## src/rtl/apb_pkg.sv

```systemverilog
// Shared types and default geometry for the APB slave endpoint.
package apb_pkg;

  localparam int unsigned ADDR_W_DEF    = 8;
  localparam int unsigned DATA_W_DEF    = 32;
  localparam int unsigned MEM_DEPTH_DEF = 64;

  typedef enum logic [1:0] {
    IDLE   = 2'd0,
    SETUP  = 2'd1,
    ACCESS = 2'd2
  } state_t;

endpackage

```

## src/rtl/apb_mem.sv

```systemverilog
// Word register array with one write port, one combinational read port
// and synchronous clear.
module apb_mem #(
  parameter int unsigned DATA_WIDTH = 32,
  parameter int unsigned MEM_DEPTH  = 64,
  parameter int unsigned IDX_W      = $clog2(MEM_DEPTH)
) (
  input  logic                  clk,
  input  logic                  rst,
  input  logic                  we,
  input  logic [IDX_W-1:0]      waddr,
  input  logic [DATA_WIDTH-1:0] wdata,
  input  logic [IDX_W-1:0]      raddr,
  output logic [DATA_WIDTH-1:0] rdata
);

  logic [DATA_WIDTH-1:0] mem_q [MEM_DEPTH];
  logic [DATA_WIDTH-1:0] mem_d [MEM_DEPTH];

  always_comb begin
    mem_d = mem_q;
    if (we) begin
      mem_d[waddr] = wdata;
    end
  end

  always_ff @(posedge clk) begin
    if (rst) begin
      mem_q <= '{default: '0};
    end else begin
      mem_q <= mem_d;
    end
  end

  assign rdata = mem_q[raddr];

endmodule

```

## src/rtl/apb_top.sv

```systemverilog
// APB slave endpoint: setup/access handshake in front of apb_mem, with
// one fixed wait state and protocol/address error reporting.
module apb_top
  import apb_pkg::*;
#(
  parameter int unsigned ADDR_WIDTH = ADDR_W_DEF,
  parameter int unsigned DATA_WIDTH = DATA_W_DEF,
  parameter int unsigned MEM_DEPTH  = MEM_DEPTH_DEF
) (
  input  logic                  PCLK,
  input  logic                  PRESETn,
  input  logic                  PWRITE,
  input  logic                  PSELx,
  input  logic                  PENABLE,
  input  logic [ADDR_WIDTH-1:0] PADDR,
  input  logic [DATA_WIDTH-1:0] PWDATA,
  output logic [DATA_WIDTH-1:0] m_rdata,
  output logic                  m_ready,
  output logic                  m_error
);

  localparam int unsigned IDX_W = $clog2(MEM_DEPTH);
  localparam logic [ADDR_WIDTH:0] DEPTH_LIM = (ADDR_WIDTH + 1)'(MEM_DEPTH);

  state_t                state_q, state_d;
  logic [ADDR_WIDTH-1:0] addr_q, addr_d;
  logic                  write_q, write_d;
  logic [DATA_WIDTH-1:0] wdata_q, wdata_d;
  logic [DATA_WIDTH-1:0] rdata_q, rdata_d;
  logic                  ready_q, ready_d;
  logic                  error_q, error_d;

  logic                  mem_we;
  logic [DATA_WIDTH-1:0] mem_rdata;
  logic                  in_range;

  assign in_range = ({1'b0, addr_q} < DEPTH_LIM);

  apb_mem #(
    .DATA_WIDTH(DATA_WIDTH),
    .MEM_DEPTH (MEM_DEPTH),
    .IDX_W     (IDX_W)
  ) u_mem (
    .clk  (PCLK),
    .rst  (PRESETn),
    .we   (mem_we),
    .waddr(addr_q[IDX_W-1:0]),
    .wdata(wdata_q),
    .raddr(addr_q[IDX_W-1:0]),
    .rdata(mem_rdata)
  );

  // Next-state, latch and response logic; responses only ever leave via flops.
  always_comb begin
    state_d = state_q;
    addr_d  = addr_q;
    write_d = write_q;
    wdata_d = wdata_q;
    rdata_d = rdata_q;
    ready_d = 1'b0;
    error_d = 1'b0;
    mem_we  = 1'b0;

    unique case (state_q)
      IDLE: begin
        if (PSELx && !PENABLE) begin
          state_d = SETUP;
          addr_d  = PADDR;
          write_d = PWRITE;
          wdata_d = PWDATA;
        end else if (PSELx && PENABLE) begin
          state_d = ACCESS;
          ready_d = 1'b1;
          error_d = 1'b1;
        end
      end
      SETUP: begin
        if (!PSELx) begin
          state_d = IDLE;
        end else if (!PENABLE) begin
          addr_d  = PADDR;
          write_d = PWRITE;
          wdata_d = PWDATA;
        end else begin
          state_d = ACCESS;
          ready_d = 1'b1;
          if (!in_range) begin
            error_d = 1'b1;
            if (!write_q) begin
              rdata_d = '0;
            end
          end else if (write_q) begin
            mem_we = 1'b1;
          end else begin
            rdata_d = mem_rdata;
          end
        end
      end
      ACCESS: begin
        state_d = IDLE;
      end
      default: begin
        state_d = IDLE;
      end
    endcase
  end

  always_ff @(posedge PCLK) begin
    if (PRESETn) begin
      state_q <= IDLE;
      addr_q  <= '0;
      write_q <= 1'b0;
      wdata_q <= '0;
      rdata_q <= '0;
      ready_q <= 1'b0;
      error_q <= 1'b0;
    end else begin
      state_q <= state_d;
      addr_q  <= addr_d;
      write_q <= write_d;
      wdata_q <= wdata_d;
      rdata_q <= rdata_d;
      ready_q <= ready_d;
      error_q <= error_d;
    end
  end

  assign m_rdata = rdata_q;
  assign m_ready = ready_q;
  assign m_error = error_q;

endmodule

```

## config.mk

```make
export PLATFORM = sky130hd
export DESIGN_NAME = apb_top
export DESIGN_NICKNAME = d
export VERILOG_FILES = /design/src/rtl/apb_pkg.sv /design/src/rtl/apb_mem.sv /design/src/rtl/apb_top.sv
export SDC_FILE = /design/constraint.sdc
export NUM_CORES = 2
export LEC_CHECK = 0
export CAP_MARGIN = 20
export CORE_ASPECT_RATIO = 0.5
export CORE_MARGIN = 1.5
export CORE_UTILIZATION = 63
export CTS_CLUSTER_DIAMETER = 150
export DETAILED_ROUTE_END_ITERATION = 8
export PLACE_DENSITY_LB_ADDON = 0.05
export SKIP_LAST_GASP = 1
export SYNTH_ARGS = -nofsm -noshare
export SYNTH_HDL_FRONTEND = slang
export SYNTH_HIERARCHICAL = 1
export SYNTH_SLANG_ARGS = --single-unit
```

## constraint.sdc

```tcl
create_clock -name PCLK -period 3.1 [get_ports PCLK]
set_input_delay 0.62 -clock PCLK [delete_from_list [all_inputs] [get_ports PCLK]]
set_output_delay 0.62 -clock PCLK [all_outputs]
set_load 0.01 [all_outputs]
```

# --- Yosys cells after proc, flatten, opt, wreduce, memory -nomap -nowiden ---
# Cells that the tools add are included.
# W data, S select, Z words.
classes:
  reduce_logical: 9
  bitwise: 2
  order_cmp: 3
  eq_ne: 6
  n_mux: 40
op_table:
  columns: ["cell", "n"]
  rows:
  - ["$bwmux W2048", 1]
  - ["$mux W32", 9]
  - ["$bmux W32 S6", 1]
  - ["$demux W32 S6", 1]
  - ["$pmux W32 S2", 1]
  - ["$mux W8", 3]
  - ["$pmux W8 S2", 1]
  - ["$mux W1", 15]
  - ["$lt A8 B7 Y1 const B", 1]
  - ["$mux W2", 4]
  - ["$reduce_and A4 Y1", 2]
  - ["$ge A7 B7 Y1 const B", 1]
  - ["$lt A7 B1 Y1 const B", 1]
  - ["$not A6 Y7", 1]
  - ["$ne A2 B2 Y1 const B", 3]
  - ["$ne A3 B3 Y1 const B", 2]
  - ["$pmux W1 S2", 3]
  - ["$pmux W2 S2", 1]
  - ["$logic_and A1 B1 Y1", 3]
  - ["$eq A2 B1 Y1 const B", 1]
  - ["$logic_not A2 Y1", 1]
  - ["$reduce_and A2 Y1", 1]
  - ["$reduce_bool A2 Y1", 1]
  - ["$logic_not A1 Y1", 1]
  - ["$not A1 Y1", 1]
totals:
  word_cells: 131
  input_bits: 45
  ff_bits: 2125
  out_inout_bits: 34

# --- Logic depth before layout (Yosys ltp) ---
depth:
  ltp_word: 6
  depth_mapped: 12
  ltp_nobuf: 8

# --- Hierarchy ---
# Netlist, hierarchy kept.
by_module_without_submodules:
  columns: ["module", "seq_area_each_um2", "area_each_um2", "cells_each", "n_inst"]
  rows:
  - ["apb_mem", 40999.3, 86757.0, 10496, 1]
  - ["apb_top", 1541.5, 3064.2, 333, 1]

# --- Worst setup path after synthesis ---
# Ideal clock, no wire load.
synth_path:
  kind: "input to register"
  start: "input PENABLE"
  end: "register u_mem/mem_q[1000] (netlist bit)"
  arrival_time_ps: 2261
  setup_slack_ps: 707
  required_time_ps: 2968
  setup_ps: 132
  cell_stages: 8
  path_buffers: 1
  cell_sequence: "nand3b_4 -> nor3_1 -> nand2b_1 -> nor3_1 -> nand2_1 -> clkbuf_1 -> nand2_1 -> a21oi_1"
synth_between:
  elab_chain_cells: 3
synth_rtl:
  columns: ["item", "line", "text"]
  rows:
  - ["start, declared", "apb_top.sv:14", "input logic PENABLE,"]
  - ["$mux W1", "apb_top.sv:80", "end else if (!PENABLE) begin"]
  - ["$mux W1", "apb_top.sv:78", "if (!PSELx) begin"]
  - ["$mux W1", "apb_top.sv:64", "unique case (state_q)"]
  - ["net mem_we", "apb_top.sv:33", "logic mem_we;"]
  - ["end signal, assigned", "apb_mem.sv:31", "mem_q <= mem_d;"]
  - ["end, declared", "apb_mem.sv:17", "logic [DATA_WIDTH-1:0] mem_q [MEM_DEPTH];"]
# The timed path passes the listed nets, and every way through them passes these cells.
# A chain may end at the register's enable or synchronous reset.

# --- Worst setup path in the final report ---
layout_path:
  start: "register addr_q[0]"
  end: "register rdata_q[3], in the netlist m_rdata[3]"
layout_between:
  elab_chain_cells: 6
  elab_cells_between_ends: 7
  classes_between: "order compare (1); mux (5); bitwise (1)"
layout_rtl:
  columns: ["item", "line", "text"]
  rows:
  - ["start, declared", "apb_top.sv:26", "logic [ADDR_WIDTH-1:0] addr_q, addr_d;"]
  - ["start signal, assigned", "apb_top.sv:119", "addr_q <= addr_d;"]
  - ["$not A6 Y7 (implied by the code)", "apb_mem.sv:35", "assign rdata = mem_q[raddr];"]
  - ["$bmux W32 S6", "apb_mem.sv:35", null]
  - ["$mux W32 (implied by the code) (2 in series)", "apb_mem.sv:35", null]
  - ["net mem_rdata[3]", "apb_top.sv:34", "logic [DATA_WIDTH-1:0] mem_rdata;"]
  - ["$mux W32", "apb_top.sv:92", "end else if (write_q) begin"]
  - ["$mux W32", "apb_top.sv:87", "if (!in_range) begin"]
  - ["end signal, assigned", "apb_top.sv:122", "rdata_q <= rdata_d;"]
  - ["end, declared", "apb_top.sv:29", "logic [DATA_WIDTH-1:0] rdata_q, rdata_d;"]
# The timed path passes the listed nets, and every way through them passes these cells. The select of a mux whose other input is x is not followed.

==> summary.md <==
| Metric | Value |
|---|---|
| Status | `finished, violations left` |
| Failing checks | `negative setup slack` |
| Post-synth cell types | `49` |
| Tmin final | `3.124 ns` |
| Pwr Density | `about 540 nW/um^2` |
| Post-synth EDFFs | `0` |
| Post-synthesis net count | `10870` |
| Pre-Repair DR Iteration Count | `7` |
| Area of the die | `145000 sq um` |
| CTS tree | `built` |
| Crit. End Element | `flop` |
| Final setup viols | `1` |
| Post-Place Worst Slack | `slightly below 0.04 ns` |
| Hold Fails Final Rpt | `0` |
| R2R cell count | `8` |
| # IOs | `about 80` |
| Grt ovf | `0` |
| H-tree Lvls | `4` |
| FF-to-FF setup slack | `-0.02 ns` |
| Worst-skew pair later-pin latency | `0.83 ns` |
| Most frequent CP cell | `mux4_2` |
| Arr. time, crit path | `between 3 and 4 ns` |
| Fin Hold WS | `0.2465 ns` |
| Critical Path RT | `3.80 ns` |
| Worst IR Drop VDD | `around 0.54 mV` |
| Number of synthesis warnings | `6` |
| Max Slew Vio Count | `0` |
| Post-synth top flop | `dfxtp_1` |
| Max Fclk | `320.1 MHz` |
| Vias in the first global route | `75690` |
| Routed wire length | `311400 um` |
| Relative slew slack | `16.86%` |
| Bufs and invs on worst path | `2` |
| Sw frac | `23.66%` |
| Antenna viol nets, final | `0` |
| CTS Buffer Depth | `4` |
| Initial Utilization | `63.80%` |
| Final worst slack | `-0.02404 ns` |
| Clock Tree Root | `clkbuf_16` |
| R2r startpoint | `addr_q[0]$_SDFFE_PP0P_` |
| RSZ-0062 raised after global routing | `false` |
| Hold path cells | `2` |
| Initial antenna violation count | `10` |
| Vias/cell | `between 6 and 7` |
| Core area | `between 100000 and 150000 sq um` |
| Highest Signal Layer | `met5` |
| P&R area growth vs syn | `12.74%` |
| HP Class | `input port to flop` |
| Clock power frac | `44.0%` |
| Clk pin slew, worst setup/hold paths | `0.07 ns` |
| GPL Wtd Cong | `0.9618` |
| Sequential share of power | `51.1%` |
| Yosys reg bits | `2125` |
| Routed length per instance | `~25 um` |
| Core Rows | `97` |
| Gate Count Post-Synth | `roughly 11000` |
| Tot GR Track Use | `between 40 and 50%` |
| Clk_skew | `0.03425 ns` |
| R2r endpoint | `m_rdata[3]$_SDFFE_PP0P_` |
| Worst-margin pin slew | `1.247 ns` |
| Met2 routed WL | `~130000 um` |
| First-pass GRT wire length | `roughly 470000 um` |
| Die W | `537.0 um` |
| Mean Syn Cell Area | `8.295 sq um` |
| LEAKAGE | `31.74 nW` |
| Largest net degree at the start of global routing | `about 150` |
| Mapped Area | `89820 sq um` |
| HPWL after DPL | `between 150000 and 200000 um` |
| Layout cell share with drive strength beyond 1 | `13.66%` |
| 1st-iter DRT viols | `10310` |
| Delay-heaviest family, CP | `multiplexers` |
| Max_cap viols | `0` |
| CP max stage delay | `0.57 ns` |
| Post-synth ARST share | `0%` |
| Final #Nets | `10570` |
| Final period utilization | `100.8%` |
| WL met1 | `119500 um` |
| Hold EP | `u_mem/mem_q[230]$_SDFFE_PP0P_` |
| WS Path Type | `flop to flop` |
| Sequential-to-total area share from yosys stat | `between 40% and 50%` |
| Int Power | `0.04136 W` |
| Crit path launch type | `flop` |
| Combinational power share | `5.0%` |
| Metal3 WL | `44010 um` |
| Cell Chain, Critical Path | `buf_12 > buf_4 > mux4_2 > mux4_2 > o22ai_1 > nor2_1 > nand2_1 > mux2i_1` |
| Psw | `0.01282 W` |
| Port-buffer cells | `just under 80` |
| DRC errors left | `0` |
| Total CTS buffers | `186` |
| DR vias | `between 70000 and 80000` |
| Crit Path Max Fanout | `10` |
| Critical-path top delay cell | `mux4_2` |
| Die Height | `270.0 um` |
| CTS Sinks | `2125` |
| Min-delay src | `PRESETn` |
## cell usage in the layout (no fill, tap or decap), types with 25 or more instances in the layout
cell type        count
clkbuf_16          187
clkbuf_8            40
a21oi_1           2118
buf_4              295
clkbuf_1            31
nor3_1              25
nor2_1              51
clkdlybuf4s50_1     77
nor2b_1             29
o21ai_0             27
mux4_2             472
nor2_2              53
mux2_2              44
clkinv_2            39
dfxtp_1           2087
nand2_1           4292
nand2b_1            44
mux2i_1            150
o22ai_1            114
buf_12             200
## state kept, by name, indices dropped and copies added, names as in the netlist
name / cells
m_rdata: 32
state_q: 2
m_error: 1
addr_q: 8
m_ready: 1
write_q: 1
wdata_q: 32
u_mem/mem_q: 2048
## cells in the mapped netlist (all sizes together), types with 3 or more instances
cell type     n  area [sq um]
nand2      4302         16170
a21oi      2129         10690
dfxtp      2125         42540
clkbuf      890          3341
mux4        472         10630
buf         173          1097
mux2i       150          1501
nor2        115         431.7
o22ai       114         713.2
nand2b       45         281.5
mux2         44         495.5
nor2b        29         181.4
nor3         28         145.1
o21ai        27         135.1
o221ai       22         192.7
a211oi       21         157.7
o22a         21         183.9
a221oi       20         175.2
nor4         19         118.9
a31oi        14         87.58
or2           9         56.30
a311oi        7         61.31
or3b          6         52.55
a211o         5         43.79
a22o          5         43.79
nand3         5         25.02
a2111oi       4         35.03
nand3b        4         42.54
nor3b         4         45.05
o211ai        4         30.03
and2          3         18.77
o21a          3         22.52
or3           3         18.77
## per-stage QoR
stage	instances	power [W]	TNS, ns	cell area, sq um	util (%)
after detailed placement	12220	0.03086	0	95140	67.58
after CTS	12540	0.05407	0	101200	71.89
after global routing	12550	0.05541	0	101300	71.93
final	12550	0.05419	-0.02404	101300	71.93
after floorplan	10830	0.02958	0	89820	-
after global placement	12220	0.03086	0	95140	67.58
## what timing repair did
action	4_1_cts	5_1_grt
hold buffers	0	0
setup buffers	0	0
endpoints found under the setup margin	0	5
gates resized for setup	0	2
## cell families after synthesis
family | after synthesis | share of synthesized area, %
AO/OA/AOI/OAI | 2397 | 14.01
buffers and inverters | 1064 | 4.945
flip-flops | 2125 | 47.36
multiplexers | 666 | 14.06
AND/OR/NAND/NOR | 4577 | 19.62
## power by group through the flow
stage               clock, W  sequential (W)  combinational, W
finish                0.0238          0.0277           0.00271
global route          0.0250          0.0276           0.00277
CTS                   0.0238          0.0277           0.00258
detailed placement         0          0.0283           0.00257
global placement           0          0.0283           0.00257
floorplan                  0          0.0280           0.00162
## worst max path at each step
stage,start,to,slack [ns],cells past startpoint
after floorplan,PENABLE,u_mem/mem_q[1000]$_SDFFE_PP0P_,0.71,8
after global placement,PENABLE,u_mem/mem_q[1827]$_SDFFE_PP0P_,0.05,12
after detailed placement,PENABLE,u_mem/mem_q[102]$_SDFFE_PP0P_,0.04,11
after CTS,addr_q[2]$_SDFFE_PP0P_,m_rdata[2]$_SDFFE_PP0P_,0.11,9
after global routing,addr_q[2]$_SDFFE_PP0P_,m_rdata[29]$_SDFFE_PP0P_,0.02,9
final,addr_q[0]$_SDFFE_PP0P_,m_rdata[3]$_SDFFE_PP0P_,-0.02,8
## routing by layer
metal / global-route usage [%] / up-vias
met3: 13.08 / 856
met1: 57.22 / 38270
met4: 18.81 / 12
met2: 61.99 / 4709
li1: - / 35630
met5: 0 / -
## final cells by class
type,instances,area (sq um)
sequential,2125,42640
tap,1881,2354
timing repair buffer,574,7044
inverter,1,3.754
clock inverter,67,719.4
multi-input combinational,7640,43160
antenna,2,5.005
fill,10930,39520
clock buffer,258,5346
Power figures use the tool's default switching activity.
